### src/rtl/drive_ctrl.sv
// MonacoGP per-frame drive controller: turns keycodes into speed, car position,
// odometer and game state, with a timed lockout after a collision.
module drive_ctrl #(
  parameter int          ACCEL_FRAMES = 8,
  parameter int          BRAKE_FRAMES = 4,
  parameter int          COAST_FRAMES = 32,
  parameter int          CRASH_FRAMES = 60,
  parameter logic [9:0]  X_MIN        = 10'd160,
  parameter logic [9:0]  X_MAX        = 10'd464,
  parameter logic [9:0]  X_START      = 10'd304,
  parameter int          STEER_STEP   = 2
) (
  input  logic        frame_clk,
  input  logic        reset,
  input  logic [7:0]  keycode,
  input  logic        crash,
  output logic [2:0]  speed,
  output logic [9:0]  car_x,
  output logic [1:0]  state,
  output logic [15:0] distance
);

  typedef enum logic [1:0] {
    ST_IDLE  = 2'd0,
    ST_RUN   = 2'd1,
    ST_CRASH = 2'd2,
    ST_BAD   = 2'd3
  } state_e;

  localparam logic [7:0] KEY_ACCEL = 8'h1A;
  localparam logic [7:0] KEY_BRAKE = 8'h16;
  localparam logic [7:0] KEY_LEFT  = 8'h04;
  localparam logic [7:0] KEY_RIGHT = 8'h07;
  localparam logic [7:0] KEY_NONE  = 8'h00;

  localparam logic [7:0] ACCEL_LAST = 8'(ACCEL_FRAMES - 1);
  localparam logic [7:0] BRAKE_LAST = 8'(BRAKE_FRAMES - 1);
  localparam logic [7:0] COAST_LAST = 8'(COAST_FRAMES - 1);
  localparam logic [7:0] CRASH_LAST = 8'(CRASH_FRAMES - 1);
  localparam logic [9:0] STEP_W     = 10'(STEER_STEP);

  state_e      state_q, state_d;
  logic [2:0]  speed_q, speed_d;
  logic [9:0]  car_x_q, car_x_d;
  logic [15:0] dist_q, dist_d;
  logic [7:0]  prev_key_q, prev_key_d;
  logic [7:0]  hold_cnt_q, hold_cnt_d;
  logic [7:0]  crash_cnt_q, crash_cnt_d;

  logic        key_same_s;
  logic        counting_s;
  logic [7:0]  hold_last_s;
  logic [16:0] dist_sum_s;

  // State and datapath registers with synchronous reset
  always_ff @(posedge frame_clk) begin
    if (reset) begin
      state_q     <= ST_IDLE;
      speed_q     <= 3'd0;
      car_x_q     <= X_START;
      dist_q      <= 16'd0;
      prev_key_q  <= 8'h00;
      hold_cnt_q  <= 8'd0;
      crash_cnt_q <= 8'd0;
    end else begin
      state_q     <= state_d;
      speed_q     <= speed_d;
      car_x_q     <= car_x_d;
      dist_q      <= dist_d;
      prev_key_q  <= prev_key_d;
      hold_cnt_q  <= hold_cnt_d;
      crash_cnt_q <= crash_cnt_d;
    end
  end

  // Hold-length threshold for the keys that step speed
  always_comb begin
    hold_last_s = 8'd0;
    counting_s  = 1'b0;
    case (keycode)
      KEY_ACCEL: begin hold_last_s = ACCEL_LAST; counting_s = 1'b1; end
      KEY_BRAKE: begin hold_last_s = BRAKE_LAST; counting_s = 1'b1; end
      KEY_NONE:  begin hold_last_s = COAST_LAST; counting_s = 1'b1; end
      default:   begin hold_last_s = 8'd0;       counting_s = 1'b0; end
    endcase
  end

  assign key_same_s = (keycode == prev_key_q);
  assign dist_sum_s = {1'b0, dist_q} + {14'd0, speed_q};

  // Next-state and datapath update for the game FSM
  always_comb begin
    state_d     = state_q;
    speed_d     = speed_q;
    car_x_d     = car_x_q;
    dist_d      = dist_q;
    prev_key_d  = keycode;
    hold_cnt_d  = hold_cnt_q;
    crash_cnt_d = crash_cnt_q;

    case (state_q)
      ST_IDLE: begin
        speed_d = 3'd0;
        if (keycode == KEY_ACCEL) begin
          state_d    = ST_RUN;
          hold_cnt_d = 8'd0;
        end else begin
          state_d = ST_IDLE;
        end
      end

      ST_RUN: begin
        if (crash) begin
          // Collision pre-empts every key action and the odometer this frame
          state_d     = ST_CRASH;
          speed_d     = 3'd0;
          crash_cnt_d = CRASH_LAST;
        end else begin
          dist_d     = dist_sum_s[16] ? 16'hFFFF : dist_sum_s[15:0];
          hold_cnt_d = 8'd0;
          if (key_same_s && counting_s) begin
            if (hold_cnt_q == hold_last_s) begin
              if (keycode == KEY_ACCEL) begin
                speed_d = (speed_q == 3'd7) ? 3'd7 : speed_q + 3'd1;
              end else begin
                speed_d = (speed_q == 3'd0) ? 3'd0 : speed_q - 3'd1;
              end
            end else begin
              hold_cnt_d = hold_cnt_q + 8'd1;
            end
          end else begin
            hold_cnt_d = 8'd0;
          end

          if (keycode == KEY_LEFT && speed_q != 3'd0) begin
            car_x_d = (car_x_q <= X_MIN + STEP_W) ? X_MIN : car_x_q - STEP_W;
          end else if (keycode == KEY_RIGHT && speed_q != 3'd0) begin
            car_x_d = (car_x_q + STEP_W >= X_MAX) ? X_MAX : car_x_q + STEP_W;
          end else begin
            car_x_d = car_x_q;
          end
        end
      end

      ST_CRASH: begin
        speed_d = 3'd0;
        if (crash_cnt_q == 8'd0) begin
          state_d    = ST_RUN;
          car_x_d    = X_START;
          hold_cnt_d = 8'd0;
        end else begin
          crash_cnt_d = crash_cnt_q - 8'd1;
        end
      end

      default: begin
        state_d = ST_IDLE;
        speed_d = 3'd0;
      end
    endcase
  end

  assign state    = state_q;
  assign speed    = speed_q;
  assign car_x    = car_x_q;
  assign distance = dist_q;

endmodule
### config.mk
export PLATFORM = sky130hd
export DESIGN_NAME = drive_ctrl
export DESIGN_NICKNAME = d
export VERILOG_FILES = /design/src/rtl/drive_ctrl.sv
export SDC_FILE = /design/constraint.sdc
export NUM_CORES = 1
export LEC_CHECK = 0
export ABC_AREA = 1
export CELL_PAD_IN_SITES_DETAIL_PLACEMENT = 1
export CELL_PAD_IN_SITES_GLOBAL_PLACEMENT = 2
export CORE_UTILIZATION = 33
export CTS_BUF_LIST = sky130_fd_sc_hd__clkbuf_4 sky130_fd_sc_hd__clkbuf_8 sky130_fd_sc_hd__clkbuf_16
export CTS_CLUSTER_SIZE = 8
export DETAILED_ROUTE_END_ITERATION = 8
export GPL_TIMING_DRIVEN = 0
export PLACE_DENSITY = 0.86
export REMOVE_ABC_BUFFERS = 1
export SKIP_CTS_REPAIR_TIMING = 1
export SLEW_MARGIN = 25
export SYNTH_ARGS = -nofsm -noshare
export SYNTH_HDL_FRONTEND = slang
export SYNTH_SLANG_ARGS = --single-unit
export TNS_END_PERCENT = 30
### constraint.sdc
create_clock -name frame_clk -period 3.6 [get_ports frame_clk]
set_input_delay 0.72 -clock frame_clk [delete_from_list [all_inputs] [get_ports frame_clk]]
set_output_delay 0.72 -clock frame_clk [all_outputs]
set_load 0.1 [all_outputs]
Word level (Yosys, flattened, before mapping)
Cells that the tools add are included.
{"block": "classes", "mux": 26, "n_reduce_logical": 18, "magnitude_cmp": 2, "eq_ne": 15, "bitwise_logic": 2, "n_addsub": 7}
{"cell": "$mux W10", "n": 6}
{"cell": "$mux W8", "n": 7}
{"cell": "$pmux W8 S3", "n": 1}
{"cell": "$pmux W10 S2", "n": 1}
{"cell": "$add A16 B3 Y17", "n": 1}
{"cell": "$eq A8 B3 Y1 const B", "n": 2}
{"cell": "$eq A8 B5 Y1 const B", "n": 2}
{"cell": "$eq A8 B8 Y1", "n": 2}
{"cell": "$logic_not A8 Y1", "n": 2}
{"cell": "$mux W16", "n": 1}
{"cell": "$pmux W8 S2", "n": 1}
{"cell": "$pmux W5 S3", "n": 1}
{"cell": "$add A10 B2 Y10 const B", "n": 1}
{"cell": "$ge A10 B9 Y1 const B", "n": 1}
{"cell": "$le A10 B8 Y1 const B", "n": 1}
{"cell": "$ne A2 B2 Y1 const B", "n": 5}
{"cell": "$sub A10 B2 Y10 const B", "n": 1}
{"cell": "$mux W3", "n": 3}
{"cell": "$add A8 B1 Y8 const B", "n": 1}
{"cell": "$reduce_and A4 Y1", "n": 2}
{"cell": "$sub A8 B1 Y8 const B", "n": 1}
{"cell": "$pmux W2 S3", "n": 1}
{"cell": "$reduce_and A2 Y1", "n": 3}
{"cell": "$reduce_bool A3 Y1", "n": 2}
{"cell": "15 further kinds", "n": 21}
{"block": "totals", "output_inout_bits": 31, "ff_bits": 55, "wordCells": 77}

Depth between registers and ports, before layout
Gate-level depths: netlist of run 1.
{"block": "depth", "ltp_word": 7, "ltp_mapped": 13, "ltp_nobuf": 13}

Worst setup path before layout of run 1
No wires, ideal clock.
{"block": "synth_timing", "kind": "register to register", "start": "register speed_q[0], in the netlist speed[0]", "end": "register dist_q[15], in the netlist distance[15]", "t_arrival_ps": 2651, "setup_ps": 56, "setup_slack_ps": 892, "required_ps": 3544, "stages_incl_launch_ff": 13, "cell_sequence": "dfxtp_1 ha_1 inv_1 fa_1 o21ai_2 nand2_2 nor3_4 nand3_2 nor2_2 nand2_2 nand3_1 nand2_1 inv_1"}
{"block": "synth_via", "elab_chain_cells": 2}
{"element": "from (decl)", "line_no": "43", "source": "logic [2:0] speed_q, speed_d;"}
{"element": "from (signal assigned)", "line_no": "67", "source": "speed_q <= speed_d;"}
{"element": "$add A16 B3 Y17", "line_no": "89", "source": "assign dist_sum_s = {1'b0, dist_q} + {14'd0, speed_q};"}
{"element": "$mux W16", "line_no": "119", "source": "dist_d = dist_sum_s[16] ? 16'hFFFF : dist_sum_s[15:0];"}
{"element": "to (signal assigned)", "line_no": "69", "source": "dist_q <= dist_d;"}
{"element": "to (decl)", "line_no": "45", "source": "logic [15:0] dist_q, dist_d;"}
No other way between the ends.
A chain may end at the register's enable or synchronous reset.

Worst setup path after layout of run 1
{"block": "layout_timing", "start": "register car_x_q[3], in the netlist car_x[3]", "end": "output port car_x[3]"}
{"element": "from (decl)", "line_no": "44", "source": "logic [9:0] car_x_q, car_x_d;"}
{"element": "from (signal assigned)", "line_no": "68", "source": "car_x_q <= car_x_d;"}
{"element": "to (decl)", "line_no": "18", "source": "output logic [9:0] car_x,"}
No word-level cell between the ends.

==> results of run 1 <==
kinds of logic (layout without fill, tap and decap cells):
kind of cell / Yosys count / count (layout) / synth area share
simple gates: 294 / 294 / 0.374
buf+inv: 86 / 124 / 0.0925
compound gates: 64 / 64 / 0.0973
flops: 54 / 54 / 0.299
xor+xnor: 31 / 31 / 0.0752
fa+ha+maj: 17 / 17 / 0.0610
other cells: 1 / 1 / 0.00104
worst paths after layout:
kind	to	cells past startpoint
setup / recovery	car_x[3]	1
hold / removal	crash_cnt_q[0]	1
setup reg to reg	distance[15]	12
hold reg to reg	crash_cnt_q[0]	1
state kept, by name (all words and copies together), names as in the netlist:
| name | cells |
|---|---|
| car_x | 9 |
| state | 2 |
| speed | 3 |
| distance | 16 |
| prev_key_q | 8 |
| hold_cnt_q | 8 |
| crash_cnt_q | 8 |
routing by layer:
metal,wire length (um),vias up,GRT usage,share of wire
met5,0,-,0,0
li1,-,1792,-,-
met1,4610,1626,0.222,0.49
met4,106,0,0.0431,0.011
met3,206,10,0.0261,0.022
met2,4500,30,0.311,0.48
power breakdown:
| group | switching, mW | internal, mW |
|---|---|---|
| clock network | 0.210 | 0.164 |
| logic | 0.0476 | 0.0265 |
| registers | 0.00366 | 0.603 |
per-stage QoR:
step | hold slack (ns) | util | cell area (um2)
finish | 0.479 | 0.404 | 4230
global route | 0.526 | 0.404 | 4230
CTS | 0.474 | 0.404 | 4230
detailed placement | 0.458 | 0.395 | 4130
global placement | 0.450 | 0.395 | 4140
floorplan | 0.432 | - | 3560
placed cells by master (no fill, tap or decap), drive strengths merged:
master,count
a31oi,7
a21oi,25
or2,2
xnor2,13
o211ai,1
ha,16
clkdlybuf4s50,39
clkinv,3
clkbuf,7
o21bai,1
nand2,140
nor4,2
xor2,18
nor2,91
nand4,6
a21o,1
and3,1
nand3b,1
dfxtp,54
inv,74
o21ai,29
conb,1
fa,1
buf,1
nor3,9
nand3,42
final cells by class:
type,instances,area share
Clock buffer,7,0.0213
Sequential cell,54,0.256
Timing Repair Buffer,40,0.0936
Inverter,76,0.0678
Tap cell,136,0.0403
Clock inverter,1,0.00118
Multi-Input combinational cell,407,0.520
==> impl_metrics.csv, run 1 <==
group,metric,value,unit
route,vias,3458,
timing,fin_worst_skew,0.0121,ns
timing,setup_tns,0,ns
cells_and_area,drive_above_1_share,0.0974,
setup_path,path_delay_family,"buffers and inverters",
synth,netlist_top_cells_area,"dfxtp_1 30%, nand2_1 14%, nor2_1 7.5%, inv_1 6.8%, ha_1 5.5%",
synth,ys_seq_area_frac,0.299,
cells_and_area,area_growth,17.0,%
place,place_ws,0.829,ns
setup_path,timing.rr.start,"speed[0]",
synth,post-synth-top-area-fraction,0.299,
grt,grt_first_pass_wirelength,16200,um
setup_path,path_max_fanout,10,
synth,synth_commonest_cells,"130 x nand2_1, 72 x nor2_1, 65 x inv_1",
synth,synth-main-ff-cell,"dfxtp_1",
clock_network,cts_buffers,5,
route,detailedRoute.firstPassIterationCount,4,
route,via_per_inst,4.80,
timing,setup_ws,0.791,ns
synth,yosysTopAreaCell,"dfxtp_1",
route,route.detailed.drc,0,
synth,ys_warn_count,0,
cells_and_area,diodes,0,
setup_path,cp_num_buf_inv,1,
clock_network,root_buffer,"clkbuf_8",
floorplan,die_w,107,um
route,ant_nets,0,
cells_and_area,multi_input_area,2200,um2
setup_path,end_kind,"output pin",
floorplan,die-height,107,um
timing,period_minus_slack,2.81,ns
power,vdd_drop_max,0.125,mV
power,leakagePower,1.88,nW
clock_network,clk_path_buf_depth,2,
clock_network,cts_tree,"yes",
cells_and_area,layoutNonFillerInstCount,721,
place,gp_congestion,0.833,
grt,grt_max_degree,32,
setup_path,rrSetupSlack,1.27,ns
setup_path,cp_data_required_time,2.88,ns
timing,setup_violations,0,
outcome,status,"complete, no violations",
synth,synth_cells,547,
floorplan,rows,37,
grt,antenna_found_initial,0,
synth,syn-mean-instance-area,6.60,um2
synth,synth.distinct_cells,41,
grt,grt-ovfl-total,0,
place,dp_hpwl,7340,um
floorplan,start_util,0.345,
timing,final_max_slew_viol_count,0,
floorplan,dieArea,11400,um2
setup_path,max_stage_delay,1.21,ns
flow_run,drv_cap,0,
place,port_buffers,40,
timing,fin_crit_sh,0.780,
hold_path,hold_start,"crash_cnt_q[0]",
power,power,1.05,mW
cells_and_area,fillers,1406,
setup_path,cp-startpoint,"car_x[3]",
power,p_per_area,249,nW/um2
grt,grt_pass1_vias,3476,
setup_path,cp_slowest_cell,"clkdlybuf4s50_1",
cells_and_area,regArea,1080,um2
timing,maxSlewHeadroom,0.346,
synth,synth-edff-count,0,
route,routed_wl,9430,um
cells_and_area,nNetsFinal,612,
route,wl_per_cell,13.1,um
grt,grt.total_usage,0.176,
route,drtIter0Drc,64,
timing,max_slew.worst_pin.slew,0.977,ns
floorplan,io_pins,42,
synth,synthArstFlopShare,0,
clock_network,clock_latency,0.32,ns
synth,netlist_area,3610,um2
synth,synth_most_common_cell,"nand2_1",
timing,rsz0062_at_grt,"false",
hold_path,min_path_type,"flop to flop",
clock_network,clock_sinks,54,
timing,finalHoldViolations,0,
floorplan,core-area,10500,um2
timing,timing.fmax,0.356,GHz
clock_network,clk_pin_slew_worst_paths,0.11,ns
setup_path,arrival,2.09,ns
synth,ys_ff_latch,54,
setup_path,start_kind,"flop",
place,dp.cells,713,
clock_network,htreeDepth,2,
setup_path,cp_cell_sequence,"clkdlybuf4s50_1",
setup_path,path_class,"flop to output pin",
No activity file was read; power rests on OpenSTA's default activity.
==> inputs of run 2 (changes only) <==
--- a/config.mk
+++ b/config.mk
@@ -8,12 +8,12 @@
 export ABC_AREA = 1
 export CELL_PAD_IN_SITES_DETAIL_PLACEMENT = 1
 export CELL_PAD_IN_SITES_GLOBAL_PLACEMENT = 2
-export CORE_UTILIZATION = 33
+export CORE_UTILIZATION = 31
 export CTS_BUF_LIST = sky130_fd_sc_hd__clkbuf_4 sky130_fd_sc_hd__clkbuf_8 sky130_fd_sc_hd__clkbuf_16
 export CTS_CLUSTER_SIZE = 8
 export DETAILED_ROUTE_END_ITERATION = 8
 export GPL_TIMING_DRIVEN = 0
-export PLACE_DENSITY = 0.86
+export PLACE_DENSITY = 0.81
 export REMOVE_ABC_BUFFERS = 1
 export SKIP_CTS_REPAIR_TIMING = 1
 export SLEW_MARGIN = 25
==> constraint.sdc (replaced) <==
create_clock -name frame_clk -period 2.86 [get_ports frame_clk]
set_input_delay 0.572 -clock frame_clk [delete_from_list [all_inputs] [get_ports frame_clk]]
set_output_delay 0.572 -clock frame_clk [all_outputs]
set_load 0.1 [all_outputs]
==> impl_metrics.csv, run 2 (synthesis results as in run 1) <==
group,metric,value,unit
outcome,status,"complete, no violations",
place,postPlaceCellArea,4140,um2
setup_path,cp_data_required_time,2.29,ns
timing,final_max_slew_viol_count,0,
route,detailedRoute.firstPassIterationCount,4,
grt,grt-ovfl-total,0,
timing,finalHoldViolations,0,
clock_network,cts_buffers,5,
cells_and_area,regArea,1080,um2
cells_and_area,drive_above_1_share,0.0974,
setup_path,end_kind,"output pin",
hold_path,hold_start,"crash_cnt_q[0]",
floorplan,core-area,11400,um2
timing,timing.fmax,0.376,GHz
setup_path,worst_r2r_endpoint,"car_x[2]",
clock_network,cts_tree,"yes",
place,dp_hpwl,7290,um
timing,fin_worst_skew,0.00751,ns
cells_and_area,layout_commonest_cell,"nand2_1",
power,power,1.57,mW
setup_path,rrSetupSlack,0.43,ns
timing,maxSlewHeadroom,0.333,
timing,setup_violations,0,
cells_and_area,diodes,0,
floorplan,io_pins,42,
route,via_per_inst,4.75,
setup_path,cp-startpoint,"car_x[3]",
setup_path,cp_slowest_cell,"clkdlybuf4s50_1",
clock_network,clock_latency,0.30,ns
setup_path,cp_cell_sequence,"clkdlybuf4s50_1",
grt,grt.total_usage,0.171,
timing,setup_tns,0,ns
floorplan,die_w,110,um
floorplan,dieArea,12100,um2
route,routed_wl,9440,um
clock_network,root_buffer,"clkbuf_16",
route,wl_per_cell,13.0,um
route,vias,3457,
timing,fin_crit_sh,0.930,
setup_path,start_kind,"flop",
cells_and_area,final_cell_mix,"130 x nand2_1, 72 x nor2_1, 65 x inv_1",
timing,max_slew.worst_pin.slew,0.997,ns
power,leakagePower,1.92,nW
setup_path,timing.rr.start,"speed[0]",
grt,antenna_found_initial,0,
floorplan,rows,39,
floorplan,die-height,110,um
route,route.detailed.drc,0,
setup_path,max_stage_delay,1.21,ns
power,p_per_area,364,nW/um2
clock_network,clk_path_buf_depth,2,
cells_and_area,area_growth,19.3,%
clock_network,clk_pin_slew_worst_paths,0.07,ns
cells_and_area,multi_input_area,2200,um2
hold_path,min_path_type,"flop to flop",
timing,rsz0062_at_grt,"false",
power,vdd_drop_max,0.383,mV
floorplan,start_util,0.318,
grt,grt_pass1_vias,3357,
grt,grt_max_degree,32,
setup_path,cp.depth,1,
cells_and_area,largest_reg_flops,16,
timing,period_minus_slack,2.66,ns
setup_path,path_max_fanout,10,
flow_run,drv_cap,0,
place,port_buffers,40,
setup_path,r2r_cells,11,
grt,grt_first_pass_wirelength,16000,um
cells_and_area,fillers,1505,
route,drtIter0Drc,122,
setup_path,arrival,2.09,ns
setup_path,path_class,"flop to output pin",
setup_path,endpoint,"car_x[3]",
clock_network,clock_sinks,54,
place,gp_congestion,0.817,
route,ant_nets,0,
clock_network,htreeDepth,2,
cells_and_area,nNetsFinal,612,
setup_path,path_delay_family,"buffers and inverters",
cells_and_area,postLayoutCellArea,4310,um2
setup_path,cp_num_buf_inv,1,
## run 2: cell types whose count changed in the layout (fill, tap and decap cells not counted)
cell / change
clkbuf_4: -1
clkbuf_8: -6
bufinv_16: +1
clkbuf_16: +5
inv_6: +1
## run 2: stage by stage
stage	instances	hold WS, ns	util	worst slack, ns
floorplan	537	0.432	-	0.149
global placement	720	0.452	0.364	-0.347
detailed placement	720	0.468	0.364	0.253
CTS	728	0.480	0.379	0.177
global route	728	0.516	0.379	0.0970
finish	728	0.481	0.379	0.200
## run 2: worst min-delay path by stage
stage	end	slack [ns]	depth (start not counted)
after global routing	crash_cnt_q[4]	0.52	2
after detailed placement	crash_cnt_q[0]	0.47	1
after CTS	crash_cnt_q[0]	0.48	1
final	crash_cnt_q[0]	0.48	1
after floorplan	crash_cnt_q[0]	0.43	1
after global placement	crash_cnt_q[0]	0.45	1
## run 2: routing by layer
| layer | global-route usage | share of wire | vias to the layer above |
|---|---|---|---|
| met1 | 0.216 | 0.49 | 1625 |
| li1 | - | - | 1794 |
| met2 | 0.292 | 0.47 | 30 |
| met5 | 0 | 0 | - |
| met4 | 0.0429 | 0.011 | 0 |
| met3 | 0.0373 | 0.025 | 8 |
## run 2: power by group
| group | switching, mW | internal, mW | total, mW |
|---|---|---|---|
| sequential | 0.00454 | 0.759 | 0.763 |
| combinational | 0.0597 | 0.0334 | 0.0931 |
| clock | 0.297 | 0.415 | 0.712 |
## run 2: cell type report
type / count / area share
clock buffers: 5 / 0.0290
clock inverters: 3 / 0.0102
inverters: 76 / 0.0665
multi-input cells: 407 / 0.510
flip-flops and latches: 54 / 0.251
well taps: 143 / 0.0415
repair buffers: 40 / 0.0918
